===== config.mk =====
export PLATFORM = sky130hd
export DESIGN_NAME = settings_bus_demux
export DESIGN_NICKNAME = d
export VERILOG_FILES = /design/src/rtl/settings_bus_demux.sv
export SDC_FILE = /design/constraint.sdc
export NUM_CORES = 1
export LEC_CHECK = 0
export BUFFER_PORTS_ARGS = -buffer_cell sky130_fd_sc_hd__buf_4
export CORE_ASPECT_RATIO = 0.9
export CORE_MARGIN = 2
export CORE_UTILIZATION = 43
export CTS_CLUSTER_DIAMETER = 50
export DETAILED_ROUTE_END_ITERATION = 6
export PLACE_DENSITY = 0.79
export SLEW_MARGIN = 5
export SYNTH_ARGS = -nofsm -noshare
export SYNTH_HDL_FRONTEND = slang
export SYNTH_SLANG_ARGS = --single-unit
export TNS_END_PERCENT = 10

===== constraint.sdc =====
create_clock -name clk -period 2 [get_ports clk]
set_clock_uncertainty 0.2 [all_clocks]
set_input_delay 0.3 -clock clk [delete_from_list [all_inputs] [get_ports clk]]
set_output_delay 0.3 -clock clk [all_outputs]
set_load 0.02 [all_outputs]

===== src/rtl/settings_bus_demux.sv =====
// Routes one settings-bus write stream to NUM_BUSES output buses through a single holding register.
// Optional macro SETTINGS_BUS_DEMUX_DROP_CNT_EN enables the unmapped-write drop counter.
module settings_bus_demux #(
  parameter int AWIDTH    = 8,
  parameter int DWIDTH    = 32,
  parameter int NUM_BUSES = 2,
  parameter int SEL_BITS  = 1
) (
  input  logic                       clk,
  input  logic                       reset_n,
  input  logic                       clear,
  input  logic                       in_set_stb,
  input  logic [AWIDTH-1:0]          in_set_addr,
  input  logic [DWIDTH-1:0]          in_set_data,
  output logic                       in_ready,
  output logic [NUM_BUSES-1:0]       out_set_stb,
  output logic [AWIDTH-SEL_BITS-1:0] out_set_addr,
  output logic [DWIDTH-1:0]          out_set_data,
  input  logic [NUM_BUSES-1:0]       out_ready,
  output logic [15:0]                drop_cnt
);

  localparam int OAW = AWIDTH - SEL_BITS;

  typedef enum logic {EMPTY = 1'b0, FULL = 1'b1} state_t;

  state_t                state;
  logic                  init_p1;
  logic [NUM_BUSES-1:0]  stb_p1;
  logic [OAW-1:0]        addr_p1;
  logic [DWIDTH-1:0]     data_p1;

  logic [SEL_BITS-1:0]   sel_p0;
  logic                  mapped_p0;
  logic [NUM_BUSES-1:0]  onehot_p0;
  logic                  hold_rdy;
  logic                  xfer_p0;

  // Stage 0: decode the incoming write
  assign sel_p0    = in_set_addr[AWIDTH-1 -: SEL_BITS];
  assign mapped_p0 = (32'(sel_p0) < NUM_BUSES);

  always_comb begin
    onehot_p0 = '0;
    for (int i = 0; i < NUM_BUSES; i++) begin
      onehot_p0[i] = (32'(sel_p0) == i);
    end
  end

  // stb_p1 is one-hot on the held port, so masking out_ready with it ignores other ports.
  assign hold_rdy = (state == FULL) && ((stb_p1 & out_ready) != '0);
  assign in_ready = init_p1 && !clear && ((state == EMPTY) || hold_rdy);
  assign xfer_p0  = in_set_stb && in_ready;

  // Stage 1: holding register presented on the output buses
  always_ff @(posedge clk or negedge reset_n) begin
    if (!reset_n) begin
      state   <= EMPTY;
      init_p1 <= 1'b0;
      stb_p1  <= '0;
      addr_p1 <= '0;
      data_p1 <= '0;
    end else begin
      init_p1 <= 1'b1;
      if (clear) begin
        state  <= EMPTY;
        stb_p1 <= '0;
      end else if (xfer_p0 && mapped_p0) begin
        state   <= FULL;
        stb_p1  <= onehot_p0;
        addr_p1 <= in_set_addr[OAW-1:0];
        data_p1 <= in_set_data;
      end else if (hold_rdy) begin
        state  <= EMPTY;
        stb_p1 <= '0;
      end
    end
  end

  assign out_set_stb  = stb_p1;
  assign out_set_addr = addr_p1;
  assign out_set_data = data_p1;

`ifdef SETTINGS_BUS_DEMUX_DROP_CNT_EN
  logic [15:0] drop_q;

  function automatic logic [15:0] sat_inc(input logic [15:0] v);
    return (v == 16'hFFFF) ? v : v + 16'd1;
  endfunction

  always_ff @(posedge clk or negedge reset_n) begin
    if (!reset_n) begin
      drop_q <= '0;
    end else if (clear) begin
      drop_q <= '0;
    end else if (xfer_p0 && !mapped_p0) begin
      drop_q <= sat_inc(drop_q);
    end
  end

  assign drop_cnt = drop_q;
`else
  assign drop_cnt = '0;
`endif

endmodule


# == After elaboration in Yosys (flattened, before gate mapping) ==
# Index checks and enable logic that the tools add are counted.
# totals
reg_bits,43
output_inout_bits,58
elab_cells,24
# op_classes
mux,6
n_bitwise,4
reduce_logical,9
# op_table
cell,count
$mux W2,3
$logic_and A1 B1 Y1,4
$mux W1,3
$not A1 Y1,3
$reduce_bool A3 Y1,1
$and A2 B2 Y2,1
$reduce_and A2 Y1,1
$reduce_bool A2 Y1,1
$logic_not A1 Y1,1
$logic_or A1 B1 Y1,1

# == Depth between registers and ports, before layout ==
# Gate-level depths: netlist (run 1).
# logic_depth
ltp_word,8
depth_mapped,5
depth_no_buf,3

# == Worst setup path before layout (run 1) ==
# No wires, ideal clock.
# synth_path
path_type,reg2reg
startpoint,register stb_p1[0] (netlist: out_set_stb[0])
endpoint,register data_p1[12] (netlist: out_set_data[12])
arrival_time_ps,1589
path_slack_ps,84
path_stages_with_launch,6
path_buffers,2
synth_period_minus_slack_ps,1916
cell_sequence,dfrtp_1 > nand2_1 > a311oi_2 > buf_4 > buf_6 > mux2_1
# synth_between
elab_chain_cells,7
# synth_lines
item,line,text
from (decl),29,logic [NUM_BUSES-1:0] stb_p1;
from (signal assigned),70,stb_p1 <= onehot_p0;
$and A2 B2 Y2,51,assign hold_rdy = (state == FULL) && ((stb_p1 & out_ready) != '0);
$reduce_bool A2 Y1,51,
$logic_and A1 B1 Y1,51,
$logic_or A1 B1 Y1,52,assign in_ready = init_p1 && !clear && ((state == EMPTY) || hold_rdy);
$logic_and A1 B1 Y1,52,
$logic_and A1 B1 Y1,53,assign xfer_p0 = in_set_stb && in_ready;
$reduce_and A2 Y1 (no line),-,
to (signal assigned),72,data_p1 <= in_set_data;
to (decl),31,logic [DWIDTH-1:0] data_p1;
# Every way passes these cells.
# A chain may end at the register's enable or synchronous reset.

# == Worst setup path in the final report (run 1) ==
# layout_path
startpoint,register stb_p1[1] (netlist: out_set_stb[1])
endpoint,register data_p1[6] (netlist: out_set_data[6])
# Same word-level chain as after synthesis.

==> impl_metrics.tcl, run 1 <==
set metrics [dict create \
    crit_family "compound AO/OA/AOI/OAI gates" \
    powerDensity_mw_per_mm2 976 \
    dieArea_mm2 0.00472 \
    cp_cell_sequence "nand2_1 -> a311oi_4 -> buf_12 -> mux2_2" \
    die_x_um 72.2 \
    setup_ws_ns 0.111 \
    yosysSeqAreaShare 0.598 \
    core-area_mm2 0.00405 \
    slew_headroom 0.648 \
    overflow 0 \
    firstDrtPassIters 3 \
    fillers 318 \
    register_area_mm2 0.00108 \
    syn_area_mm2 0.00180 \
    drc 0 \
    place_congestion 0.740 \
    route.met3.wl_um 355 \
    max_freq_mhz 529 \
    final_cell_mix "buf_4, dfrtp_1, mux2_2, conb_1, mux2_1" \
    end_kind "flip-flop" \
    clock_latency_ns 0.29 \
    yosys_most_used_dff "dfrtp_1" \
    reg2reg_from "out_set_stb[1]$_DFFE_PN0P_" \
    routed-wl-met2_um 1840 \
    critPathArrivalTime_ns 1.86 \
    max-vdd-ir-drop_mv 0.551 \
    postSynthCellCount 122 \
    drive_above_1_share 0.595 \
    ys_types 17 \
    cts_max_path_buffers 2 \
    synth-edff-count 0 \
    setup_viol 0 \
    crit_path_max_fanout 20 \
    cts_htree_levels 2 \
    holdPathStages 2 \
    cts_resized 0 \
    portBuffers 87 \
    period_minus_slack_ns 1.89 \
    cts_buffers 5 \
    avgViaCountPerCell 4.69 \
    holdCritPathClass "input port to flip-flop" \
    cts_sinks 43 \
    drt_iter0_markers 65 \
    status "complete, no violations" \
    initial_core_util 0.445 \
    synth.avg_cell_area_um2 14.8 \
    cap_violations 0 \
    cpPeakStageDelay_ns 0.45 \
    fin_crit_sh 0.944 \
    rsz0062_at_grt "false" \
    cp_slowest_cell "a311oi_4" \
    grt_max_degree 44 \
    tns_ns 0 \
    cp.required_ns 1.97 \
    grt_first_pass_wirelength_um 5830 \
    postRouteAntennaNets 0 \
    pre_cts_ws_ns 0.105 \
    criticalPathCategory "flip-flop to flip-flop" \
    synth_seq_cells 43 \
    path_depth 4 \
    n_antenna_cell 0 \
    row_count 22 \
    antenna_found_initial 0 \
    ios 104 \
    vias 1234 \
    hold-worst-slack_ns 0.0144 \
    ys_warn_count 0 \
    slew_viol_final 0 \
    async_reset_ff_frac 1.00 \
    final_common_cell "buf_4" \
    r2r_end "out_set_data[6]$_DFFE_PN0P_" \
    maxUsedRoutingLayer "met3" \
    leakage_nw 1.24 \
    hpwl_um 2750 \
    wl_met1_um 1380 \
    multi_input_area_um2 643 \
    cp_num_buf_inv 1 \
    grt_pass1_vias 1269 \
    r2r_slack_ns 0.11 \
    grt.total_usage 0.161 \
    wl_per_cell_um 13.6 \
    fin_nets 260 \
    root_buffer "clkbuf_8" \
    reg2reg_depth 4 \
    cts_setup_buffers 0 \
    die_h_um 65.4 \
    area_delta_synth_final_pct 42.6 \
    clk_transition_reported_paths_ns 0.07 \
    worst_pin_slew_ns 0.529 \
    hold_end "state$_DFFE_PN0P_" \
    wirelength_um 3570 \
    hold_viol 0 \
    start_kind "flip-flop" \
    cts_tree "yes" \
    hp-start "clear" \
]
==> worst max path at each step <==
stage	start	to	slack (ns)
2_1_floorplan	out_set_stb[0]$_DFFE_PN0P_	out_set_data[12]$_DFFE_PN0P_	0.08
3_3_place_gp	out_set_stb[0]$_DFFE_PN0P_	out_set_data[2]$_DFFE_PN0P_	0.15
3_5_place_dp	out_set_stb[0]$_DFFE_PN0P_	out_set_data[25]$_DFFE_PN0P_	0.11
4_1_cts	out_set_stb[0]$_DFFE_PN0P_	out_set_data[6]$_DFFE_PN0P_	0.08
5_1_grt	out_set_stb[1]$_DFFE_PN0P_	out_set_data[2]$_DFFE_PN0P_	0.007
6_report	out_set_stb[1]$_DFFE_PN0P_	out_set_data[6]$_DFFE_PN0P_	0.11
==> cell usage after synthesis, types with 2 or more instances <==
library cell	instances	area (um^2)
a21bo_2	2	20.0
mux2_1	10	113
nand4b_1	2	17.5
buf_4	17	128
dfrtp_1	43	1080
nand3_1	3	15.0
a21o_1	2	15.0
a31oi_1	2	12.5
nand2_1	3	11.3
buf_2	2	10.0
conb_1	2	7.51
mux2_2	29	327
==> repair_timing <==
action	4_1_cts	5_1_grt
endpoints found under the hold margin	43	0
endpoints found under the setup margin	0	2
hold buffers	1	0
==> registers in the layout, indices dropped and copies added (netlist names) <==
register and cells:
out_set_addr 7, out_set_stb 2, state 1, init_p1 1, out_set_data 32
==> final cells by class <==
| cell class | instances | share of cell area |
|---|---|---|
| flip-flops and latches | 43 | 0.419 |
| repair buffers | 90 | 0.274 |
| multi-input cells | 74 | 0.250 |
| clock buffers | 6 | 0.0283 |
| well taps | 48 | 0.0234 |
| clock inverters | 2 | 0.00487 |
==> metrics by stage <==
step | util | power, W | instances | cell area, um^2
after floorplan | - | 0.00161 | 137 | 1860
after global placement | 0.611 | 0.00200 | 254 | 2470
after detailed placement | 0.611 | 0.00201 | 254 | 2470
after CTS | 0.635 | 0.00254 | 263 | 2570
after global routing | 0.635 | 0.00265 | 263 | 2570
final | 0.635 | 0.00251 | 263 | 2570
==> report_power, final <==
group,total [W],switching [W],internal (W),leakage (nW)
sequential,0.00114,0.0000945,0.00105,0.514
clock,0.000522,0.000279,0.000244,0.0412
combinational,0.000840,0.000422,0.000418,0.684
==> metal layers <==
metal,GRT usage,vias up
met1,0.179,596
li1,-,579
met5,0,-
met3,0.0629,0
met2,0.295,59
met4,0.0212,0
==> logic make-up after synthesis <==
logic type      share of synthesized area
flops                               0.598
mux                                 0.244
buf+inv                            0.0827
compound gates                     0.0424
simple gates                       0.0292
other cells                       0.00417
Note: power is estimated with default switching activity, not from simulation.
==> run 2, diff against run 1 <==
--- a/config.mk
+++ b/config.mk
@@ -6,7 +6,7 @@
 export NUM_CORES = 1
 export LEC_CHECK = 0
 export BUFFER_PORTS_ARGS = -buffer_cell sky130_fd_sc_hd__buf_4
-export CORE_ASPECT_RATIO = 0.9
+export CORE_ASPECT_RATIO = 0.8
 export CORE_MARGIN = 2
 export CORE_UTILIZATION = 43
 export CTS_CLUSTER_DIAMETER = 50
==> run 2 against run 1 <==
Compared with the run above: maximum frequency rose by 0.38%; design area barely moved; hold slack improved by 0.0082 ns; sequential share of layout area barely moved; utilization fell by 0.84 points; via count did not move; die area barely moved; clock-buffer cell count did not move; routed wire length fell by 1.5%; non-clock buffer count did not move.
==> impl_metrics.tcl, run 2 (synthesis gave the netlist of run 1 again) <==
set metrics [dict create \
    status "complete, no violations" \
    tns_ns 0 \
    postCtsHoldBufs 1 \
    wirelength_um 3510 \
    area_delta_synth_final_pct 42.5 \
    root_buffer "clkbuf_8" \
    drc 0 \
    critPathArrivalTime_ns 1.85 \
    leakage_nw 1.24 \
    powerDensity_mw_per_mm2 977 \
    maxUsedRoutingLayer "met4" \
    crit_path_max_fanout 35 \
    holdPathStages 2 \
    slew_headroom 0.642 \
    seq_power_share 0.457 \
    final_cell_mix "buf_4, dfrtp_1, mux2_2, conb_1, mux2_1" \
    drive_above_1_share 0.595 \
    clock_latency_ns 0.28 \
    cts_resized 0 \
    final_common_cell "buf_4" \
    firstDrtPassIters 4 \
    dieArea_mm2 0.00472 \
    hold_viol 0 \
    end_kind "flip-flop" \
    cts_max_path_buffers 2 \
    fillers 339 \
    initial_core_util 0.439 \
    cp.required_ns 1.97 \
    cts_setup_buffers 0 \
    drt_iter0_markers 26 \
    fin_crit_sh 0.941 \
    pwr-share-comb 0.334 \
    grt_max_degree 44 \
    slew_viol_final 0 \
    criticalPathCategory "flip-flop to flip-flop" \
    hpwl_um 2600 \
    max_freq_mhz 531 \
    clkPwrFrac 0.209 \
    core-area_mm2 0.00410 \
    clk_transition_reported_paths_ns 0.08 \
    cts_tree "yes" \
    setup_viol 0 \
    cpPeakStageDelay_ns 0.39 \
    start_kind "flip-flop" \
    cts_buffers 5 \
    wl_per_cell_um 12.9 \
    die_h_um 61.9 \
    hold-worst-slack_ns 0.0226 \
    cp_cell_sequence "nand2_1 -> a311oi_4 -> buf_12 -> mux2_2" \
    wl_met1_um 1530 \
    cp_slowest_cell "dfrtp_1" \
    grt.total_usage 0.148 \
    rsz0062_at_grt "false" \
    worst_pin_slew_ns 0.537 \
    n_antenna_cell 0 \
    grt_first_pass_wirelength_um 5410 \
    row_count 21 \
    avgViaCountPerCell 4.54 \
    antenna_found_initial 0 \
    route.met3.wl_um 361 \
    grt_pass1_vias 1195 \
    p_int_w 0.00171 \
    reg2reg_depth 4 \
    overflow 0 \
    power.switching_w 0.000798 \
    cts_htree_levels 2 \
    period_minus_slack_ns 1.88 \
    cap_violations 0 \
    routed-wl-met2_um 1580 \
    postRouteAntennaNets 0 \
    place_congestion 0.752 \
    cts_sinks 43 \
    ios 104 \
    largest_reg_flops 32 \
    vias 1234 \
    die_x_um 76.3 \
    holdCritPathClass "input port to flip-flop" \
    fin_nets 260 \
    p_sw_frac 0.318 \
    portBuffers 87 \
    max-vdd-ir-drop_mv 0.586 \
]
## run 2: cell types whose count changed in the layout (fill, tap and decap cells not counted)
cell,before,now
buf_12,2,1
buf_4,87,88
## run 2: critical path: cells and delay by family (launching register included)
kind / cells / cell delay (ns)
mux: 1 / 0.36
buf+inv: 1 / 0.25
compound gates: 1 / 0.38
flops: 1 / 0.39
simple gates: 1 / 0.16
## run 2: power by group through the flow
stage	logic, W	registers (W)	clock network [W]
floorplan	0.000228	0.00138	0
finish	0.000837	0.00115	0.000525
global placement	0.000833	0.00116	0
global route	0.000891	0.00117	0.000580
CTS	0.000848	0.00115	0.000546
detailed placement	0.000847	0.00116	0
## run 2: worst paths after layout
path                                               from                           end  slack, ns
setup / recovery             out_set_stb[0]$_DFFE_PN0P_  out_set_data[22]$_DFFE_PN0P_       0.12
hold / removal                          in_set_data[20]  out_set_data[20]$_DFFE_PN0P_       0.02
setup reg to reg             out_set_stb[0]$_DFFE_PN0P_  out_set_data[22]$_DFFE_PN0P_       0.12
hold reg to reg            out_set_data[18]$_DFFE_PN0P_  out_set_data[18]$_DFFE_PN0P_       0.29
max in group asynchronous                       reset_n  out_set_data[22]$_DFFE_PN0P_       0.90
min in group asynchronous                       reset_n   out_set_data[4]$_DFFE_PN0P_       0.34
## run 2: per-stage QoR
| step | util | instances | worst slack [ns] | power [W] | instance area [um^2] |
|---|---|---|---|---|---|
| finish | 0.626 | 272 | 0.118 | 0.00251 | 2570 |
| global route | 0.626 | 272 | 0.0196 | 0.00264 | 2570 |
| CTS | 0.626 | 272 | 0.115 | 0.00254 | 2570 |
| detailed placement | 0.603 | 263 | 0.147 | 0.00201 | 2470 |
| global placement | 0.603 | 263 | 0.179 | 0.00199 | 2470 |
| floorplan | - | 137 | 0.0839 | 0.00161 | 1860 |
## run 2: layout make-up
cell class,instances,area (um^2),share of cell area
Timing Repair Buffer,90,691,0.269
Tap cell,57,71.3,0.0278
Sequential cell,43,1080,0.419
Clock inverter,2,12.5,0.00488
Clock buffer,6,72.6,0.0283
Multi-Input combinational cell,74,643,0.251
## run 2: layer usage
layer / vias up / GRT usage
li1: 576 / -
met1: 584 / 0.182
met2: 69 / 0.239
met3: 5 / 0.0665
met4: 0 / 0.0545
met5: - / 0
==> run 3, diff against run 2 <==
==> constraint.sdc (replaced) <==
create_clock -name clk -period 2 [get_ports clk]
set_clock_uncertainty 0.2 [all_clocks]
set_input_delay 0.1 -clock clk [delete_from_list [all_inputs] [get_ports clk]]
set_output_delay 0.1 -clock clk [all_outputs]
set_load 0.02 [all_outputs]
==> run 3 against run 2 <==
Compared with the run above: maximum frequency is 1.8% lower; final cell count is 15% higher; combinational power is 9.2% higher; sequential cell count stayed put; largest cell class is now non-clock buffers.
==> impl_metrics.tcl, run 3 (synthesis gave the netlist of run 1 again) <==
set metrics [dict create \
    maxUsedRoutingLayer "met4" \
    area_delta_synth_final_pct 66.6 \
    cts_resized 0 \
    clock_latency_ns 0.29 \
    wirelength_um 4320 \
    firstDrtPassIters 4 \
    final_cell_mix "buf_4, dlygate4sd3_1, dfrtp_1, mux2_2, conb_1" \
    crit_path_max_fanout 33 \
    drc 0 \
    critPathArrivalTime_ns 1.90 \
    hpwl_um 2710 \
    n_antenna_cell 0 \
    cpPeakStageDelay_ns 0.42 \
    place_congestion 0.757 \
    max_freq_mhz 522 \
    vias 1429 \
    r2r_slack_ns 0.08 \
    seq_power_share 0.439 \
    holdPathStages 3 \
    initial_core_util 0.439 \
    final_common_cell "buf_4" \
    fin_nets 303 \
    grt.total_usage 0.189 \
    grt_pass1_vias 1444 \
    core-area_mm2 0.00410 \
    portBuffers 87 \
    row_count 21 \
    cp.required_ns 1.98 \
    leakage_nw 1.42 \
    avgViaCountPerCell 4.55 \
    fin_crit_sh 0.958 \
    slew_headroom 0.642 \
    r2r_end "out_set_data[1]$_DFFE_PN0P_" \
    crit_family "flip-flops" \
    pwr-share-comb 0.350 \
    reg2reg_depth 4 \
    p_sw_frac 0.315 \
    die_h_um 61.9 \
    wl_met1_um 1750 \
    setup_ws_ns 0.0844 \
    hold_end "state$_DFFE_PN0P_" \
    drt_iter0_markers 45 \
    pre_cts_ws_ns 0.118 \
    wl_per_cell_um 13.8 \
    root_buffer "clkbuf_8" \
    cts_tree "yes" \
    die_x_um 76.3 \
    period_minus_slack_ns 1.92 \
    hold_viol 0 \
    criticalPathCategory "flip-flop to flip-flop" \
    slew_viol_final 0 \
    cp_num_buf_inv 1 \
    utilization 0.732 \
    tns_ns 0 \
    largest_reg_flops 32 \
    p_int_w 0.00179 \
    max-vdd-ir-drop_mv 0.582 \
    hp-start "in_set_stb" \
    powerDensity_mw_per_mm2 872 \
    cts_buffers 5 \
    overflow 0 \
    ios 104 \
    cp_cell_sequence "nand2_1 -> a311oi_4 -> buf_12 -> mux2_2" \
    end_kind "flip-flop" \
    grt_first_pass_wirelength_um 6830 \
    cp_slowest_cell "dfrtp_1" \
    final_area_mm2 0.00300 \
    cts_sinks 43 \
    postRouteAntennaNets 0 \
    start_kind "flip-flop" \
    drive_above_1_share 0.498 \
    dieArea_mm2 0.00472 \
    cts_htree_levels 2 \
    clkPwrFrac 0.211 \
    status "complete, no violations" \
    antenna_found_initial 0 \
    cap_violations 0 \
    route.met3.wl_um 337 \
    routed-wl-met2_um 2190 \
    cts_max_path_buffers 2 \
    power.switching_w 0.000823 \
    grt_max_degree 44 \
    rsz0062_at_grt "false" \
    reg2reg_from "out_set_stb[0]$_DFFE_PN0P_" \
    setup_viol 0 \
    place_area_mm2 0.00247 \
    holdCritPathClass "input port to flip-flop" \
    worst_pin_slew_ns 0.536 \
    clk_transition_reported_paths_ns 0.07 \
]
==> run 3: cell types whose count changed in the layout (fill, tap and decap cells not counted), sizes merged <==
cell	change
clkinvlp	-1
dlygate4sd3	+43
==> run 3: power by group through the flow <==
stage | combinational [W] | clock [W] | sequential (W)
4_1_cts | 0.000915 | 0.000569 | 0.00115
2_1_floorplan | 0.000228 | 0 | 0.00138
5_1_grt | 0.000972 | 0.000613 | 0.00117
3_3_place_gp | 0.000832 | 0 | 0.00116
6_report | 0.000914 | 0.000552 | 0.00115
3_5_place_dp | 0.000845 | 0 | 0.00116
==> run 3: worst min-delay path, cell delays in order <==
cell	delay, ns
buf_4	0.13
nand2_1	0.15
a21oi_1	0.09
==> run 3: layer usage <==
metal	vias to the layer above	track usage
met5	-	0
li1	661	-
met2	71	0.334
met1	692	0.217
met4	0	0.0779
met3	5	0.0694
==> run 3: final cells by class <==
type	count	area [um^2]
tap	57	71.3
timing repair buffer	133	1120
clock buffer	6	82.6
clock inverter	1	5.00
sequential	43	1080
fill	293	1100
multi-input combinational	74	643
==> run 3: worst max path at each step <==
stage | endpoint | startpoint | cells past startpoint | slack (ns)
finish | out_set_data[1]$_DFFE_PN0P_ | out_set_stb[0]$_DFFE_PN0P_ | 4 | 0.08
global route | out_set_data[9]$_DFFE_PN0P_ | out_set_stb[0]$_DFFE_PN0P_ | 4 | 0.01
CTS | out_set_data[9]$_DFFE_PN0P_ | out_set_stb[0]$_DFFE_PN0P_ | 4 | 0.1
detailed placement | out_set_data[9]$_DFFE_PN0P_ | out_set_stb[0]$_DFFE_PN0P_ | 4 | 0.12
global placement | out_set_data[1]$_DFFE_PN0P_ | out_set_stb[0]$_DFFE_PN0P_ | 4 | 0.16
floorplan | out_set_data[12]$_DFFE_PN0P_ | out_set_stb[0]$_DFFE_PN0P_ | 5 | 0.08
==> run 3: repair_timing <==
item | 4_1_cts | 5_1_grt
setup buffers | 0 | 0
endpoints found under the hold margin | 85 | 0
hold buffers | 44 | 0
==> run 3: metrics by stage <==
stage / cells / power [W] / hold slack [ns]
floorplan: 137 / 0.00161 / -0.396
global placement: 263 / 0.00199 / -0.0762
detailed placement: 263 / 0.00201 / -0.0777
CTS: 314 / 0.00263 / 0.0000889
global route: 314 / 0.00276 / 0.00347
finish: 314 / 0.00261 / 0.0142
